`src/rtl/vga_pkg.sv`:
```
// Shared constants for the VGA light display: colours, light columns and the light row.
// Latency: n/a (package only).
// Backpressure: none; this package holds only constants.
package vga_pkg;

  localparam int NUM_LIGHTS = 6;

  // 24-bit colours, packed as {R, G, B}
  localparam logic [23:0] BLACK      = 24'h00_00_00;
  localparam logic [23:0] ON         = 24'h00_FF_00;
  localparam logic [23:0] OFF        = 24'h40_40_40;
  localparam logic [23:0] BACKGROUND = 24'h00_00_80;
  localparam logic [23:0] BORDER     = 24'hFF_FF_FF;

  // First hcount of each light column, indexed by light number (L0..L5)
  localparam logic [9:0] COL_START [NUM_LIGHTS] = '{
    10'd664,  // L0
    10'd584,  // L1
    10'd504,  // L2
    10'd384,  // L3
    10'd304,  // L4
    10'd224   // L5
  };

  localparam logic [9:0] LIGHT_W = 10'd40;

  // Light row is the half-open range [ROW_START, ROW_END)
  localparam logic [9:0] ROW_START = 10'd229;
  localparam logic [9:0] ROW_END   = 10'd260;

endpackage

```
`src/rtl/vga_light_decode.sv`:
```
// Combinational decode of the beam position into "which light, if any" plus an edge flag.
// Latency: 0 cycles (pure combinational).
// Backpressure: none; evaluated every cycle.
// Ports: hcount/vcount in; in_light, light_idx (0..5 = L0..L5) and edge_flag out.
//   edge_flag marks the outermost pixel ring of a light (first/last column or row).
module vga_light_decode
  import vga_pkg::*;
(
  input  logic [9:0] hcount,
  input  logic [9:0] vcount,
  output logic       in_light,
  output logic [2:0] light_idx,
  output logic       edge_flag
);

  logic in_row;
  logic row_edge;

  assign in_row   = (vcount >= ROW_START) && (vcount < ROW_END);
  assign row_edge = (vcount == ROW_START) || (vcount == ROW_END - 10'd1);

  // Columns never overlap, so at most one iteration can match.
  always_comb begin
    in_light  = 1'b0;
    light_idx = 3'd0;
    edge_flag = 1'b0;
    for (int i = 0; i < NUM_LIGHTS; i++) begin
      if (in_row && (hcount >= COL_START[i]) && (hcount < COL_START[i] + LIGHT_W)) begin
        in_light  = 1'b1;
        light_idx = 3'(i);
        edge_flag = row_edge ||
                    (hcount == COL_START[i]) ||
                    (hcount == COL_START[i] + LIGHT_W - 10'd1);
      end
    end
  end

endmodule

```
`src/rtl/vga_timer.sv`:
```
// Pixel colour generator drawing six LED lights over a blue background.
// Latency: 1 clock from hcount/vcount/bright/LEDs to VGA_R/G/B.
// Backpressure: none; a new pixel is accepted and produced every clock.
// Ports: clk, rst_n (async, active low), bright, hcount, vcount, LEDs in;
//   VGA_R, VGA_G, VGA_B out (registered, cleared immediately on reset).
// Build option: define VGA_TIMER_LIGHT_BORDER_EN to outline each light in white.
module vga_timer
  import vga_pkg::*;
(
  input  logic       clk,
  input  logic       rst_n,
  input  logic       bright,
  input  logic [9:0] hcount,
  input  logic [9:0] vcount,
  input  logic [5:0] LEDs,
  output logic [7:0] VGA_R,
  output logic [7:0] VGA_G,
  output logic [7:0] VGA_B
);

  logic        in_light;
  logic [2:0]  light_idx;
  logic        light_edge;
  logic        led_on;
  logic [23:0] rgb_nxt;
  logic [23:0] rgb_q;

  vga_light_decode u_decode (
    .hcount    (hcount),
    .vcount    (vcount),
    .in_light  (in_light),
    .light_idx (light_idx),
    .edge_flag (light_edge)
  );

`ifndef VGA_TIMER_LIGHT_BORDER_EN
  // The edge flag has no consumer when borders are disabled.
  logic unused_light_edge;
  assign unused_light_edge = light_edge;
`endif

  // Mask-and-reduce picks LEDs[light_idx] without an out-of-range index for idx 6/7.
  assign led_on = |(LEDs & (6'b000001 << light_idx));

  always_comb begin
    rgb_nxt = BACKGROUND;
    if (!bright) begin
      rgb_nxt = BLACK;
    end else if (in_light) begin
      rgb_nxt = led_on ? ON : OFF;
`ifdef VGA_TIMER_LIGHT_BORDER_EN
      if (light_edge) begin
        rgb_nxt = BORDER;
      end
`endif
    end
  end

  always_ff @(posedge clk or negedge rst_n) begin
    if (!rst_n) begin
      rgb_q <= BLACK;
    end else begin
      rgb_q <= rgb_nxt;
    end
  end

  assign VGA_R = rgb_q[23:16];
  assign VGA_G = rgb_q[15:8];
  assign VGA_B = rgb_q[7:0];

endmodule

```
`config.mk`:
```
export PLATFORM = sky130hd
export DESIGN_NAME = vga_timer
export DESIGN_NICKNAME = d
export VERILOG_FILES = /design/src/rtl/vga_pkg.sv /design/src/rtl/vga_light_decode.sv /design/src/rtl/vga_timer.sv
export SDC_FILE = /design/constraint.sdc
export NUM_CORES = 1
export LEC_CHECK = 0
export ABC_AREA = 1
export CAP_MARGIN = 10
export CORE_MARGIN = 2
export CORE_UTILIZATION = 33
export DETAILED_ROUTE_END_ITERATION = 7
export PLACE_DENSITY = 0.8
export SYNTH_ARGS = -nofsm -noshare
export SYNTH_HDL_FRONTEND = slang
export SYNTH_SLANG_ARGS = --single-unit
```
`constraint.sdc`:
```
create_clock -name clk -period 0.8 [get_ports clk]
set_input_delay 0.08 -clock clk [delete_from_list [all_inputs] [get_ports clk]]
set_output_delay 0.08 -clock clk [all_outputs]
set_load 0.05 [all_outputs]
```
### After elaboration in Yosys (flattened, before gate mapping)

Cells that the tools add are included.

* $lt $le $gt $ge: 14
* shifts and indexed selects: 1
* muxes and demuxes: 14
* bitwise operators: 1
* reductions and logical operators: 14

Operators by type and width (number)
* 23-bit two-way mux: 2
* 10-bit by 9-bit < comparator with 1-bit output, second input constant: 4
* 10-bit by 9-bit >= comparator with 1-bit output, second input constant: 3
* 10-bit < comparator, second input constant: 3
* 24-bit two-way mux: 1
* 10-bit >= comparator, second input constant: 2
* 10-bit by 8-bit >= comparator with 1-bit output, second input constant: 2
* 1-bit logical AND: 13
* 1-bit two-way mux: 7
* 6-bit bitwise AND: 1
* 3-bit two-way mux: 2
* 6-bit OR reduction: 1
* 1-bit by 3-bit left shift with 6-bit output, first input constant: 1
* 2-bit two-way mux: 2

* bits in registers: 24
* input port bits: 29
* output and inout port bits: 24
* word-level logic and storage cells: 45

### Longest topological paths before layout

Gate-level depths: netlist (run 1).

* depth in word-level cells: 15
* mapped depth: 14
* gate-level depth less buffers: 14

### Modules after synthesis

Synthesis (run 1) repeated with hierarchy kept, for this count alone.

* cells, all modules: 190
* area, all modules: 1034.7 um^2

Modules (own cells, without submodules)
* vga_light_decode: instances 1, cells each 141, area an instance 661.9 um^2, sequential area each 0.0 um^2
* vga_timer: instances 1, cells each 49, area an instance 372.9 um^2, sequential area each 100.1 um^2

### Worst setup path after synthesis (run 1)

Ideal clock, no wire load.

* path kind: reg-to-output
* from: reg rgb_q[15] (netlist name)
* to: out VGA_G[1]
* arrival: 0.978 ns
* data required time: 0.720 ns
* path slack: -0.258 ns
* stages on the path, launching flop included: 2
* buffers on the path: 1
* cells stage by stage: dfrtp_1 -> buf_4

RTL lines
* end, declared: line vga_timer.sv:17 `output logic [7:0] VGA_G,`

==> impl_results.md, run 1 <==
* Status: complete, but fails checks
* Failing checks: negative setup slack
* Number of synthesis warnings at 0
* Crit share post-route at 133%
* Sequential area share after synthesis at 15.0%
* Asr flop ratio synth at 100%
* Post-synth EDFFs at 0
* DRC Markers at 0
* Syn Area/Cell at between 5 and 6 µm²
* Slowest cell on the critical path: dfrtp_4
* Hold Path Class: primary input to asynchronous set/reset pin
* Largest net degree at the start of global routing at 9
* Initial antenna violation count at 0
* Worst path bufs/invs at 1
* Final Slew Violations at 0
* Clock slew seen by the registers of the worst setup and hold paths at ~40 ps
* Cts bufs inserted at 3
* Sink Count at 4
* Critical Path End Type: primary output
* Largest family of logic cells by synthesized area: simple AND/OR/NAND/NOR gates
* Final Setup Violations at 15
* Yosys top cell area share at 22.5%
* Std-Cell Rows at 16
* Routed wire length on met3 at 104 µm
* WL per Instance at 10.6 µm
* Mapped cell area at between 600 and 700 µm²
* Port buffer count at 36
* Post-synth cell types at 20
* Worst Path Arrival at roughly 980 ps
* Final hold violations at 0
* Worst path cell trace: buf_12
* Maximum clock frequency at roughly 940 MHz
* Initial Util at 34.4%
* Regs by FF count: rgb_q (4)
* Simple-gate area share of the yosys netlist at approximately 45%
* Most frequent cell after synthesis: nand2_1
* Mux share of post-synthesis cell area at 0%
* Leakage power at slightly below 0.0006 µW
* Top FF cell, synth: dfrtp_1
* Adder-Cell Fraction of Synth Area at 0%
* Top Ports at 53
* N_diodes at 0
* CTS tree: built
* Biggest register: rgb_q
* Power Total at 959 µW
* HPWL after DPL at around 1500 µm
* Die H at 49.0 µm
* Post-synthesis xor/xnor area fraction at 0%
* Max-Cap Viols at 0
* Via count at 781
* Nets at 179
* Overflow after GRT at 0
* WL met1 at 578 µm
* Router iterations before antenna repair at 4
* CP top delay family: flip-flops
* Tmin final at 1060 ps
* CTS max path bufs at 2
* Die area at about 0.0024 mm²
* Die Wd at 49.0 µm
* Post-synthesis compound-gate area fraction at 7.30%
* Fin worst setup slack at -264 ps
* Critical Path Max Stage Delay at 570 ps
* Synth area leaders: buf_4 22%, dfrtp_1 15%, nand2_1 14%, inv_1 9.0%, nor2_2 5.6%
* Routed length on met2 at 1160 µm
* GRT Total Usage at between 10% and 20%
* Placer Congestion at 0.913
* Core Area at 0.00194 mm²
* Post-synth top area cell: buf_4
* Power density over the cells at around 800 mW/mm²
* Highest routed layer: met4
* Seq cells post-synth at 4
* Global-route wire length before repair at around 3000 µm
* Htree depth at 1
* Synth top cells by count: 25 x nand2_1, 20 x buf_4, 16 x inv_1
* DRT antenna net count at 0
* Layout cells sized above 1 at 50.7%
* Hold Slack at around 46 ps
* Clock Root Buffer: clkbuf_4
* Critical path fanouts, max at 7
* Worst Setup Start Kind: flip-flop
* Post-CTS Setup Bufs at 0
* Starting DRT DRC Count at 11
* Unrepaired setup endpoints after global routing: yes
* Via density at roughly 4.5
* Crit path kind: flip-flop to primary output
* Largest register FFs at 4
* Syn Inst Count at 112
* Area Growth Syn to Fin at 79.8%
* Peak supply drop at 535 µV
* Crit path required time at between 700 and 800 ps
* Final WL at 1850 µm
* Fillers at 182
* Vias in the first global route at approximately 750
[final cells by class]
type | count | area, µm² | share of cell area (%)
Multi-Input combinational cell | 82 | 510 | 42.5
Timing Repair Buffer | 41 | 462 | 38.4
Sequential cell | 4 | 105 | 8.75
Inverter | 18 | 67.6 | 5.63
Tap cell | 27 | 33.8 | 2.81
Clock buffer | 3 | 22.5 | 1.88
[report_power, final]
part           internal (µW)  total (µW)  switching, µW  leakage, µW
registers                208         214           6.02    0.0000499
clock network            168         248           80.5    0.0000138
logic                    175         497            321     0.000514
[cell usage in the layout (no fill, tap or decap), types with 2 or more instances in the layout]
cell type,count
clkdlybuf4s50_1,8
nor3_2,3
nand4_1,3
inv_2,6
nand2_4,3
nand3_1,5
conb_1,13
o21ai_1,3
nand2_1,19
o21ai_2,3
buf_4,4
buf_2,11
inv_1,12
nand3_2,2
a21oi_2,2
nand2_2,9
buf_12,11
dfrtp_1,2
nor2_4,4
nor2_2,3
nor2_1,6
buf_6,5
clkbuf_4,3
[what timing repair did]
action                                  in CTS  in global routing
pin swaps                                   34                  9
endpoints found under the setup margin      15                 15
cloned                                       0                  0
gates resized for setup                     90                 10
hold buffers                                 0                  0
[metrics by stage]
step	std cells	util (%)	instance area, µm²	setup TNS, ps	worst slack, ps
finish	175	61.9	1200	-3070	-264
global route	175	61.9	1200	-3650	-396
CTS	175	59.9	1160	-3100	-273
detailed placement	172	57.7	1120	-3510	-864
global placement	172	57.7	1120	-3270	-815
floorplan	124	-	758	-1100	-247
[per-layer routing]
| layer | vias up | GRT usage, % |
|---|---|---|
| li1 | 387 | - |
| met1 | 358 | 13.2 |
| met5 | - | 0 |
| met4 | 0 | 6.19 |
| met2 | 34 | 33.8 |
| met3 | 2 | 1.84 |
[final timing paths]
check                      cells past startpoint             endpoint           startpoint  slack [ps]
worst max-delay path                           1             VGA_G[1]  rgb_q[15]$_DFF_PN0_        -260
worst min-delay path                           1   rgb_q[7]$_DFF_PN0_                rst_n          50
max in group asynchronous                      1  rgb_q[15]$_DFF_PN0_                rst_n         570
min in group clk                               8   rgb_q[6]$_DFF_PN0_            hcount[4]         450
[logic make-up after synthesis]
group	Yosys count
flip-flops	4
AND/OR/NAND/NOR	60
other	1
buffers and inverters	38
AO/OA/AOI/OAI	9
No activity file was read; power rests on OpenSTA's default activity.
==> run 2: changes to the inputs <==
- SKIP_LAST_GASP: default -> 1
==> results of run 2 <==
No change in the layout: final DEF, timing and power equal those of run 1.
==> run 3: changes to the inputs <==
- CORE_UTILIZATION: 33 -> 35
- PLACE_DENSITY: 0.8 -> 0.85
- SETUP_SLACK_MARGIN: default -> 0.2
- clock period: 0.8 -> 1.3 ns (I/O delays scaled with it)
==> impl_results.md, run 3 (same netlist as run 1, synthesis figures left out) <==
* Status: finished, final reports clean
* Critical path fanouts, max at 8 (+1)
* Final Slew Violations at 0 (unchanged)
* Maximum clock frequency at 865 MHz
* Via count at 817 (+4.6%)
* Htree depth at 1 (unchanged)
* Fin util at 75.5% (+14 points)
* Sink Count at 4 (unchanged)
* Power Total at 662 µW (-31%)
* Clock slew seen by the registers of the worst setup and hold paths at 50 ps (about the same)
* Slowest cell on the critical path: or2_1
* Die Wd at 47.7 µm (-2.7%)
* Biggest register: rgb_q
* Largest net degree at the start of global routing at 9 (unchanged)
* Die area at 0.00227 mm² (-5.3%)
* Critical Path End Type: flip-flop
* N_diodes at 0 (unchanged)
* Global-route wire length before repair at 3080 µm (+3.5%)
* Starting DRT DRC Count at 6 (-5)
* Crit path required time at 1440 ps (+720 ps)
* Die H at 47.7 µm (-2.7%)
* Router iterations before antenna repair at 4 (unchanged)
* Power density over the cells at 496 mW/mm² (-38%)
* Unrepaired setup endpoints after global routing: yes
* GRT Total Usage at 19.5% (+4.2 points)
* Peak supply drop at 321 µV (-40%)
* Cts bufs inserted at 3 (unchanged)
* Final Setup Violations at 0 (-15)
* Port buffer count at 36 (unchanged)
* Nets at 187 (+4.5%)
* Most common cell after layout, fill and taps aside: nand2_1
* Hold Slack at 91.1 ps (+45.2 ps)
* Crit share post-route at 88.9%
* Overflow after GRT at 0 (unchanged)
* Area Growth Syn to Fin at 99.4%
* Std-Cell Rows at 15 (-1)
* Max-Cap Viols at 0 (unchanged)
* Core Area at 0.00176 mm² (-9.1%)
* DRT antenna net count at 0 (unchanged)
* Initial antenna violation count at 0 (unchanged)
* WL per Instance at 13.1 µm (+24%)
* Worst Setup Start Kind: primary input
* CTS tree: built
* Initial Util at 37.9% (+3.5 points)
* Leakage power at 0.000639 µW (+11%)
* Final WL at 2390 µm (+29%)
* Via density at 4.49 (+0.59%)
* HPWL after DPL at 1490 µm (+2.9%)
* Layout cells sized above 1 at 56.1% (+5.4 points)
* Regs by FF count: rgb_q (4)
* Vias in the first global route at 796 (+6.0%)
* Top Ports at 53 (unchanged)
* Tmin final at about 1200 ps
* Final hold violations at 0 (unchanged)
* Commonest cells after routing, fill and taps aside: 16 x nand2_1, 13 x inv_1, 13 x conb_1
* Setup WS pre-CTS at -361 ps (+503 ps)
* DRC Markers at 0 (unchanged)
* Clock Root Buffer: clkbuf_4
* Hold Path Class: primary input to asynchronous set/reset pin
* Worst path cell trace: buf_6, nor2_4, nand2_2, nor2_4, nand2_2, nand2_4, nand4_1, or2_1, nand2_2, nor2_4
* CTS max path bufs at 2 (unchanged)
* Worst Path Arrival at 1290 ps (+310 ps)
* Critical Path Max Stage Delay at 290 ps (-280 ps)
* Crit path kind: primary input to flip-flop
* Largest register FFs at 4 (unchanged)
* Placer Congestion at 0.840 (-8.0%)
* Hold Buf Count CTS at 0 (unchanged)
* Fin worst setup slack at 144 ps (+408 ps)
-- run 3: changes by cell type in the layout (fill, tap and decap cells not counted), moves of 3 or more --
| cell | delta |
|---|---|
| nand2_1 | -3 |
| o21ai_2 | +3 |
| buf_2 | -3 |
| buf_4 | +6 |
| nor2_4 | +3 |
| inv_2 | -3 |
-- run 3: where the power goes --
group | switching, µW | internal, µW
Combinational | 223 | 131
Sequential | 2.65 | 128
Clock | 61.3 | 116
Total | 287 | 375
-- run 3: area by class of cell --
class                      count  area [µm²]
multi-input combinational     82         557
timing repair buffer          49         544
fill                         141         432
sequential                     4         101
inverter                      18        72.6
tap                           25        31.3
clock buffer                   4        26.3
-- run 3: timing repair --
| action | CTS | global route |
|---|---|---|
| buffers inserted | 6 | 1 |
| endpoints found under the setup margin | 11 | 11 |
| pin swaps | 29 | 24 |
| resized for setup | 77 | 39 |
-- run 3: worst paths after layout --
check | slack [ps] | startpoint | endpoint
worst min-delay path | 90 | rst_n | rgb_q[14]$_DFF_PN0_
worst max-delay path | 140 | vcount[3] | rgb_q[15]$_DFF_PN0_
max in group asynchronous | 1020 | rst_n | rgb_q[7]$_DFF_PN0_
min in group clk | 490 | hcount[4] | rgb_q[6]$_DFF_PN0_
-- run 3: layer usage --
| layer | share of wire, % | track usage [%] |
|---|---|---|
| met2 | 64 | 43.7 |
| met5 | 0 | 0 |
| met1 | 27 | 13.7 |
| met3 | 6.2 | 2.64 |
| met4 | 2.5 | 13.0 |
-- run 3: stage by stage --
step | TNS (ps) | cell area [µm²] | std cells
finish | 0 | 1330 | 182
floorplan | 0 | 714 | 124
global route | 0 | 1330 | 182
detailed placement | -1340 | 1110 | 171
CTS | 0 | 1250 | 181
global placement | -1170 | 1110 | 171
-- run 3: worst max-delay path, delay by kind of cell --
family | cells | cell delay [ps]
and+or+nand+nor | 9 | 1060
buffers and inverters | 1 | 100
==> RTL change: new RTL, flow settings as in run 2 <==
Add a define of `VGA_TIMER_LIGHT_BORDER_EN`.
--- a/src/rtl/vga_timer.sv
+++ b/src/rtl/vga_timer.sv
@@ -4,6 +4,8 @@
 // Ports: clk, rst_n (async, active low), bright, hcount, vcount, LEDs in;
 //   VGA_R, VGA_G, VGA_B out (registered, cleared immediately on reset).
 // Build option: define VGA_TIMER_LIGHT_BORDER_EN to outline each light in white.
+`define VGA_TIMER_LIGHT_BORDER_EN
+
 module vga_timer
   import vga_pkg::*;
 (
Check against the original RTL: not equivalent (Yosys sat finds a counterexample within 4 cycles, from zero or initial values and one cycle with rst_n low).
==> RTL change against run 2 <==
The flow still finishes with violations (setup timing). Setup slack got worse by 280 ps. Routed wire length grew to 2.7 times the old value. Synthesized cell count up 78%. Sequential cell count grew 1. Cell area up 110%. Total power rose by 72%. Area after synthesis increased by 63%. Largest power group unchanged. Worst hold slack got worse by 8.6 ps.
==> RTL change: results <==
metrics = {
    "power": {
        "p_leak_nw": 1.16,
        "ir_worst_vdd_uv": 306,
        "pwr-share-comb_pct": 63.7,
        "power.internal_mw": 0.935,
        "pg_clk_mw": 0.310,
        "power_density_mw_per_mm2": 649,
    },
    "grt": {
        "grt_pass1_wl_um": 6440,
        "grt_pass1_vias": 1541,
        "grt_usage_pct": 22.7,
        "grt_max_degree": 8,
        "antenna_found_initial": 0,
    },
    "clocking": {
        "htreeDepth": 1,
        "cts_made_buffers": 3,
        "clock_path_buffers": 2,
        "clkTransAtPathRegs_ps": 40,
    },
    "synth": {
        "syn_nets": 228,
        "synthXorXnorAreaFrac_pct": 0,
        "synth.mux.area_fraction_pct": 0,
        "synth_compound_area_share_pct": 9.20,
        "yosysSeqAreaShare_pct": 11.5,
        "synth_commonest_cells": "49 x nand2_1, 29 x nor2_1, 27 x inv_1",
        "yosysWarnings": 0,
        "ys_async_sr_fraction_pct": 100,
        "syn_inst": 199,
        "ys_types": 25,
        "synthFlopType": "dfrtp_1",
        "synth_fa_ha_area_share_pct": 0,
        "yosys-top-cells-area": "nand2_1 17%, buf_4 13%, dfrtp_1 11%",
    },
    "final_layout": {
        "n_antenna_cell": 0,
        "top_register": "rgb_q",
        "reg_top3": "rgb_q: 5 flops",
        "layout-drive-gt1-share_pct": 65.9,
        "layout.cells.non_filler": 314,
    },
    "critical_path": {
        "critPathLaunch": "hcount[9]",
        "worstPathArrival_ps": 1490,
        "end_kind": "register",
        "cp_max_fo": 6,
        "worstSetupEndpoint": "rgb_q[15]",
    },
    "status": {
        "status": "complete, but fails checks",
        "violations": "setup timing",
    },
    "timing": {
        "tightestPinTransition_ps": 276,
        "setup_viol": 29,
        "fin_ws_ps": -546,
        "finalHoldViolations": 0,
    },
    "worst_hold_path": {
        "hp-class": "input pin to asynchronous set/reset pin",
    },
    "place": {
        "dp.cells": 300,
        "portBuffers": 52,
        "hpwl_um": 2930,
        "globalplace.congestion": 0.882,
    },
    "drt": {
        "wl_per_cell_um": 16.1,
        "dr_total_vias": 1663,
        "drt_first_iter_violations": 68,
    },
}
-- RTL change: through the flow --
step	setup WS, ps	area, sq um	TNS, ps
final	-546	2530	-9640
after global routing	-642	2530	-10300
after CTS	-483	2320	-9210
after detailed placement	-1190	2140	-6980
after global placement	-1110	2140	-6590
after floorplan	-386	1380	-3260
-- RTL change: cells by family after synthesis --
kind of cell / after synthesis
DFF: 5
buffers and inverters: 53
AOI/OAI and AO/OA: 14
and+or+nand+nor: 127
-- RTL change: worst min-delay path by stage --
| stage | endpoint | slack, ps | depth (start not counted) |
|---|---|---|---|
| CTS | rgb_q[21] | 40 | 1 |
| global route | rgb_q[21] | 50 | 1 |
| finish | rgb_q[7] | 40 | 1 |
| detailed placement | rgb_q[7] | 310 | 1 |
| floorplan | rgb_q[14] | -220 | 0 |
| global placement | rgb_q[7] | 310 | 1 |
-- RTL change: area by class of cell --
type                            count  area [sq um]
Tap cell                           44          55.1
Fill cell                         177           568
Sequential cell                     5           134
Multi-Input combinational cell    141          1050
Clock buffer                        4          26.3
Inverter                           32           174
Timing Repair Buffer               88          1090
-- RTL change: what timing repair did --
| item | CTS | global route |
|---|---|---|
| pin swaps | 41 | 49 |
| hold endpoints to repair | 0 | 0 |
| buffers inserted | 8 | 2 |
| setup endpoints to repair | 29 | 29 |
| resized for setup | 126 | 58 |
-- RTL change: layer usage --
layer / global-route usage, % / wire (um) / up-vias
met4: 8.51 / 359 / 0
met2: 46.2 / 2640 / 124
met5: 0 / 0 / -
met1: 23.5 / 1650 / 746
li1: - / - / 753
met3: 2.10 / 395 / 40
-- RTL change: critical path, stage by stage --
cell	delay, ps
buf_2	120
buf_6	140
nor2_4	110
inv_2	70
nor2_2	100
inv_1	70
nor2_1	160
nand2_1	130
inv_2	100
nand3_1	60
nand2_1	80
nand2_2	90
nand3_4	110
nand2_2	60
